[src/rtl/beta_pkg.sv]
// beta_pkg: constants and cache state type shared by the fetch stage and the instruction cache
package beta_pkg;
  localparam logic [31:0] INST_NOP = 32'h0000_0013;
  localparam int LINE_WORDS = 4;
  typedef enum logic [1:0] {IDLE, REQ, FILL} cache_state_e;
endpackage

[src/rtl/cache_array.sv]
// cache_array: valid/tag/data storage with combinational read and synchronous writes
module cache_array
  import beta_pkg::*;
#(
  parameter int INDEX_W = 4,
  parameter int TAG_W = 28 - INDEX_W
) (
  input  logic               clk,
  input  logic               rst_n,
  input  logic [INDEX_W-1:0] rd_index,
  input  logic [1:0]         rd_offset,
  output logic               rd_valid,
  output logic [TAG_W-1:0]   rd_tag,
  output logic [31:0]        rd_data,
  input  logic               clear,
  input  logic               tv_we,
  input  logic [INDEX_W-1:0] tv_index,
  input  logic [TAG_W-1:0]   tv_tag,
  input  logic               tv_valid,
  input  logic               w_we,
  input  logic [INDEX_W-1:0] w_index,
  input  logic [1:0]         w_offset,
  input  logic [31:0]        w_data
);
  localparam int LINES = 1 << INDEX_W;
  logic [LINES-1:0] valid;
  logic [TAG_W-1:0] tags [LINES];
  logic [31:0]      data [LINES][LINE_WORDS];
  always_comb begin
    rd_valid = valid[rd_index];
    rd_tag = tags[rd_index];
    rd_data = data[rd_index][rd_offset];
  end
  // clear-all wins over a same-cycle tag/valid write
  always_ff @(posedge clk or negedge rst_n) begin
    if (!rst_n) valid <= '0;
    else if (clear) valid <= '0;
    else if (tv_we) valid[tv_index] <= tv_valid;
  end
  always_ff @(posedge clk) begin
    if (tv_we) tags[tv_index] <= tv_tag;
    if (w_we) data[w_index][w_offset] <= w_data;
  end
endmodule

[src/rtl/imem_cache.sv]
// imem_cache: direct-mapped read-only instruction cache with 4-word line refill
module imem_cache
  import beta_pkg::*;
#(
  parameter int INDEX_W = 4
) (
  input  logic        clk,
  input  logic        rst_n,
  input  logic [31:0] i_mem_addr,
  output logic [31:0] i_mem_data,
  output logic        i_mem_stall,
  input  logic        flush,
  output logic        mem_req,
  output logic [31:0] mem_addr,
  input  logic        mem_gnt,
  input  logic [31:0] mem_rdata,
  input  logic        mem_rvalid
);
  localparam int TAG_W = 28 - INDEX_W;
  cache_state_e state, state_n;
  logic [27:0] line_addr;
  logic [1:0] cnt;
  logic flush_pending, hit, last, pend, rd_valid, unused;
  logic [TAG_W-1:0] rd_tag;
  logic [31:0] rd_data;
  assign unused = ^i_mem_addr[1:0];
  cache_array #(.INDEX_W(INDEX_W), .TAG_W(TAG_W)) u_array (
    .clk      (clk),
    .rst_n    (rst_n),
    .rd_index (i_mem_addr[INDEX_W+3:4]),
    .rd_offset(i_mem_addr[3:2]),
    .rd_valid (rd_valid),
    .rd_tag   (rd_tag),
    .rd_data  (rd_data),
    .clear    ((state == IDLE && flush) || (last && pend)),
    .tv_we    (last),
    .tv_index (line_addr[INDEX_W-1:0]),
    .tv_tag   (line_addr[27:INDEX_W]),
    .tv_valid (!pend),
    .w_we     (state == FILL && mem_rvalid),
    .w_index  (line_addr[INDEX_W-1:0]),
    .w_offset (cnt),
    .w_data   (mem_rdata)
  );
  always_comb begin
    hit = rd_valid && rd_tag == i_mem_addr[31:INDEX_W+4];
    last = state == FILL && mem_rvalid && cnt == 2'd3;
    pend = flush_pending || flush;
    i_mem_stall = state != IDLE || !hit;
    i_mem_data = i_mem_stall ? INST_NOP : rd_data;
    mem_req = state == REQ;
    mem_addr = {line_addr, 4'b0};
    state_n = state == IDLE ? (hit ? IDLE : REQ) :
              state == REQ  ? (mem_gnt ? FILL : REQ) :
              (last ? IDLE : FILL);
  end
  always_ff @(posedge clk or negedge rst_n) begin
    if (!rst_n) begin
      state <= IDLE;
      line_addr <= '0;
      cnt <= '0;
      flush_pending <= 1'b0;
    end else begin
      state <= state_n;
      if (state == IDLE && !hit) line_addr <= i_mem_addr[31:4];
      if (state == REQ && mem_gnt) cnt <= '0;
      else if (state == FILL && mem_rvalid) cnt <= cnt + 2'd1;
      // a flush seen mid-refill is held until the burst lands, then clears everything
      flush_pending <= state != IDLE && !last && pend;
    end
  end
endmodule

[config.mk]
export PLATFORM = sky130hd
export DESIGN_NAME = imem_cache
export DESIGN_NICKNAME = d
export VERILOG_FILES = /design/src/rtl/beta_pkg.sv /design/src/rtl/cache_array.sv /design/src/rtl/imem_cache.sv
export SDC_FILE = /design/constraint.sdc
export NUM_CORES = 2
export LEC_CHECK = 0
export ABC_AREA = 1
export CORE_AREA = 5 5 491 687
export DETAILED_ROUTE_END_ITERATION = 7
export DIE_AREA = 0 0 496 692
export GPL_TIMING_DRIVEN = 0
export HOLD_SLACK_MARGIN = 0.08
export MAX_ROUTING_LAYER = met4
export PLACE_DENSITY = 0.45
export SYNTH_ARGS = -nofsm -noshare
export SYNTH_HDL_FRONTEND = slang
export SYNTH_SLANG_ARGS = --single-unit
[constraint.sdc]
create_clock -name clk -period 3.9 [get_ports clk]
set_clock_uncertainty 0.1 [all_clocks]
set_input_delay 0.975 -clock clk [delete_from_list [all_inputs] [get_ports clk]]
set_output_delay 0.975 -clock clk [all_outputs]
set_load 0.01 [all_outputs]
==> reports/qor.json <==
{
  "status": {"value": "complete, but fails checks"},
  "violated_checks": {"value": "negative setup slack"},
  "yosys.area.top_type": {"value": "sky130_fd_sc_hd__edfxtp_1"},
  "first_global_vias": {"value": 68656},
  "r2r_setup_slack": {"value": 0.09, "unit": "ns"},
  "powerDensity": {"value": 512, "unit": "nW/um2"},
  "syn-cell-area": {"value": 98500, "unit": "um2"},
  "clkPwrFrac": {"value": 39.7, "unit": "%"},
  "detail_route.wirelength": {"value": 454000, "unit": "um"},
  "crit_path_start_kind": {"value": "primary input"},
  "synth.lib_cells_used.distinct": {"value": 30},
  "floorplan.die_area": {"value": 343000, "unit": "um2"},
  "worstPathMaxFanout": {"value": 6},
  "finalNetCount": {"value": 8340},
  "cts_tree": {"value": "built"},
  "detailedPlacementHpwl": {"value": 314000, "unit": "um"},
  "yosys_warnings": {"value": 0},
  "grt_first_pass_wirelength": {"value": 603000, "unit": "um"},
  "tightestPinTransition": {"value": 1.33, "unit": "ns"},
  "arrival": {"value": 3.97, "unit": "ns"},
  "clock.fmax": {"value": 198, "unit": "MHz"},
  "wire_per_inst": {"value": 35.3, "unit": "um"},
  "static-leakage-power": {"value": 42.9, "unit": "nW"},
  "min_period_over_period": {"value": 129, "unit": "%"},
  "place.port_buffers": {"value": 125},
  "power_report.internal_total": {"value": 47.6, "unit": "mW"},
  "timing.setup.critical_path_class": {"value": "in -> out"},
  "cts.reportedPaths.clkPinSlew": {"value": 0.06, "unit": "ns"},
  "power.net_switching": {"value": 17.2, "unit": "mW"},
  "postSynthCellCount": {"value": 7533},
  "clk_root_buffer_cell": {"value": "sky130_fd_sc_hd__clkbuf_16"},
  "most_common_library_cell_in_the_layout_ignoring_fill_and_taps": {"value": "sky130_fd_sc_hd__edfxtp_1"},
  "die_width": {"value": 496, "unit": "um"},
  "worst_hold_slack": {"value": 0.335, "unit": "ns"},
  "worst_reg_to_reg_cells": {"value": 7},
  "via_per_inst": {"value": 5.51},
  "detail-route-antenna-nets": {"value": 0},
  "clock_sink_count": {"value": 2481},
  "min-delay-path-class": {"value": "in -> reg"},
  "cts-buffers-inserted": {"value": 268},
  "max_cap_violations": {"value": 0},
  "vias": {"value": 71056},
  "initial_standard_cell_utilization_of_the_core": {"value": 29.8, "unit": "%"},
  "timing.slew.headroom": {"value": 11.7, "unit": "%"},
  "setup.worst_path.end_class": {"value": "output pin"},
  "cp-startpoint": {"value": "i_mem_addr[5]"},
  "min_period": {"value": 5.05, "unit": "ns"},
  "synth_area_leaders": {"value": "sky130_fd_sc_hd__edfxtp_1, sky130_fd_sc_hd__nand2_1, sky130_fd_sc_hd__nor2_1, sky130_fd_sc_hd__o21ai_0, sky130_fd_sc_hd__nand3_1"},
  "finalHoldViolations": {"value": 0},
  "power_switching_share": {"value": 26.6, "unit": "%"},
  "endpoint": {"value": "i_mem_data[27]"},
  "layout-drive-gt1-share": {"value": 22.6, "unit": "%"},
  "drc": {"value": 0},
  "finish.utilization": {"value": 38.3, "unit": "%"},
  "cts-htree-levels": {"value": 5},
  "syn2layout_area_growth": {"value": 28.3, "unit": "%"},
  "clkLatencyLatePin": {"value": 0.87, "unit": "ns"},
  "peak_supply_drop": {"value": 403, "unit": "uV"},
  "dieHeight": {"value": 692, "unit": "um"},
  "synthDominantCellAreaShare": {"value": 74.1, "unit": "%"},
  "grt_setup_unrepaired": {"value": "true"},
  "logic_gate_share_of_total_power": {"value": 11.5, "unit": "%"},
  "detail_route.iter0.violations": {"value": 8770},
  "top_level_ports": {"value": 135},
  "gp_routability_congestion": {"value": 0.985},
  "finalWorstSetupSlack": {"value": -1.15, "unit": "ns"},
  "synthesis.area_per_instance": {"value": 13.1, "unit": "um2"},
  "timing_max_transition_violations_final": {"value": 0},
  "layout_common_cells": {"value": "sky130_fd_sc_hd__edfxtp_1, sky130_fd_sc_hd__nand2_1, sky130_fd_sc_hd__nor2_1"},
  "timing.rr.end": {"value": "u_array.data[4][108]"},
  "setup-violations-final": {"value": 46},
  "drt_first_pass_iters": {"value": 5},
  "number_of_antenna_violations_at_the_first_check_in_global_routing": {"value": 23},
  "synth-seq-cells": {"value": 2481},
  "globalRoute.totalOverflow": {"value": 0},
  "floorplan.core_area": {"value": 330000, "unit": "um2"},
  "synth_seq_area_share": {"value": 75.4, "unit": "%"},
  "clock_tree.buffer_depth": {"value": 4},
  "filler_cell_count": {"value": 31491},
  "critical_path.reg2reg.startpoint": {"value": "state[0]"},
  "required": {"value": 2.82, "unit": "ns"},
  "pwr-share-seq": {"value": 48.8, "unit": "%"},
  "grt_max_degree": {"value": 65},
  "grt.total_usage": {"value": 26.3, "unit": "%"},
  "rows": {"value": 250}
}
## layout make-up
| type | instances | area (um2) | share of cell area (%) |
|---|---|---|---|
| buffer | 543 | 5780 | 4.57 |
| inverter | 125 | 489 | 0.387 |
| clock buffer | 336 | 7190 | 5.69 |
| clock inverter | 135 | 1370 | 1.09 |
| timing repair buffer | 469 | 6920 | 5.47 |
| multi-input combinational | 4379 | 24900 | 19.7 |
| tap | 4410 | 5520 | 4.36 |
| antenna | 12 | 30.0 | 0.0237 |
| sequential | 2481 | 74300 | 58.7 |
## metrics by stage
stage | worst slack (ns) | total power, mW | std cells | TNS [ns] | area [um2]
3_5_place_dp | -4.21 | 38.5 | 12235 | -1418.77 | 109000
6_report | -1.15 | 64.8 | 12890 | -29.63 | 126000
3_3_place_gp | -7.75 | 38.1 | 12071 | - | 105000
4_1_cts | -0.996 | 64.7 | 12815 | -27.37 | 124000
2_1_floorplan | -0.662 | 34.1 | 7536 | -514.85 | 98500
5_1_grt | -0.951 | 66.4 | 12888 | -27.41 | 126000
## routing by layer
metal  track usage (%)  wire length (um)  share of wire, %
met1              30.6            166000                37
met2              43.3            222000                49
met3              3.49             32500               7.2
met4              15.9             33900               7.5
met5                 -                 0                 0
## cells in the mapped netlist (all sizes together)
| cell | count |
|---|---|
| a21oi | 475 |
| a221o | 183 |
| a221oi | 49 |
| a31oi | 1 |
| buf | 244 |
| clkbuf | 307 |
| conb | 1 |
| dfrtp | 49 |
| edfxtp | 2432 |
| ha | 4 |
| inv | 125 |
| nand2 | 1377 |
| nand3 | 497 |
| nand3b | 3 |
| nand4 | 2 |
| nor2 | 799 |
| nor3 | 1 |
| o211ai | 71 |
| o21ai | 618 |
| o21bai | 2 |
| o221ai | 232 |
| o22ai | 55 |
| o32ai | 1 |
| or2 | 2 |
| or3 | 3 |
## registers in the layout (all words and copies together), names as in the netlist
name           flops
cnt                2
flush_pending      1
line_addr         28
state              2
u_array.data    2048
u_array.tags     384
u_array.valid     16
## what timing repair did
item,in CTS,in global routing
gates resized for setup,1663,414
hold buffers,1,0
gates cloned,20,8
setup endpoints to repair,333,146
pin swaps,231,220
endpoints found under the hold margin,25,0
setup buffers,91,62
## worst min path at each step
stage / from / to / cells after the start
global route: mem_rdata[14] / u_array.data[7][78] / 1
global placement: u_array.valid[6] / u_array.valid[6] / 2
finish: mem_rdata[14] / u_array.data[3][78] / 1
detailed placement: u_array.valid[5] / u_array.valid[5] / 2
CTS: mem_rdata[14] / u_array.data[7][78] / 1
floorplan: u_array.valid[10] / u_array.valid[10] / 2
## cells by family (layout without fill, tap and decap cells)
group           after synthesis  count (layout)  synth area share, %
compound gates             1687            1687                 10.8
fa+ha+maj                     4               4               0.0508
buf+inv                     676            1608                 2.87
flops                      2481            2481                 75.4
other cells                   1              16              0.00381
simple gates               2684            2684                 10.9
## critical path, cell delays in order
cell and delay [ns]:
sky130_fd_sc_hd__buf_12 0.11, sky130_fd_sc_hd__inv_8 0.04, sky130_fd_sc_hd__buf_8 0.12, sky130_fd_sc_hd__buf_12 0.14, sky130_fd_sc_hd__buf_16 0.16, sky130_fd_sc_hd__buf_16 0.15
sky130_fd_sc_hd__buf_12 0.14, sky130_fd_sc_hd__a21oi_4 0.10, sky130_fd_sc_hd__a221o_1 0.21, sky130_fd_sc_hd__nand2_1 0.07, sky130_fd_sc_hd__o211ai_1 0.97, sky130_fd_sc_hd__nand3_1 0.30
sky130_fd_sc_hd__nand2_2 0.23, sky130_fd_sc_hd__nor2_1 0.05, sky130_fd_sc_hd__buf_2 0.13
## power by group through the flow
stage | sequential [mW] | clock (mW) | combinational [mW]
2_1_floorplan | 31.7 | 0 | 2.45
3_3_place_gp | 32.3 | 0 | 5.77
3_5_place_dp | 32.2 | 0 | 6.28
4_1_cts | 31.6 | 26.0 | 7.10
5_1_grt | 31.7 | 27.1 | 7.66
6_report | 31.6 | 25.8 | 7.43
Note: power is estimated with default switching activity, not from simulation.
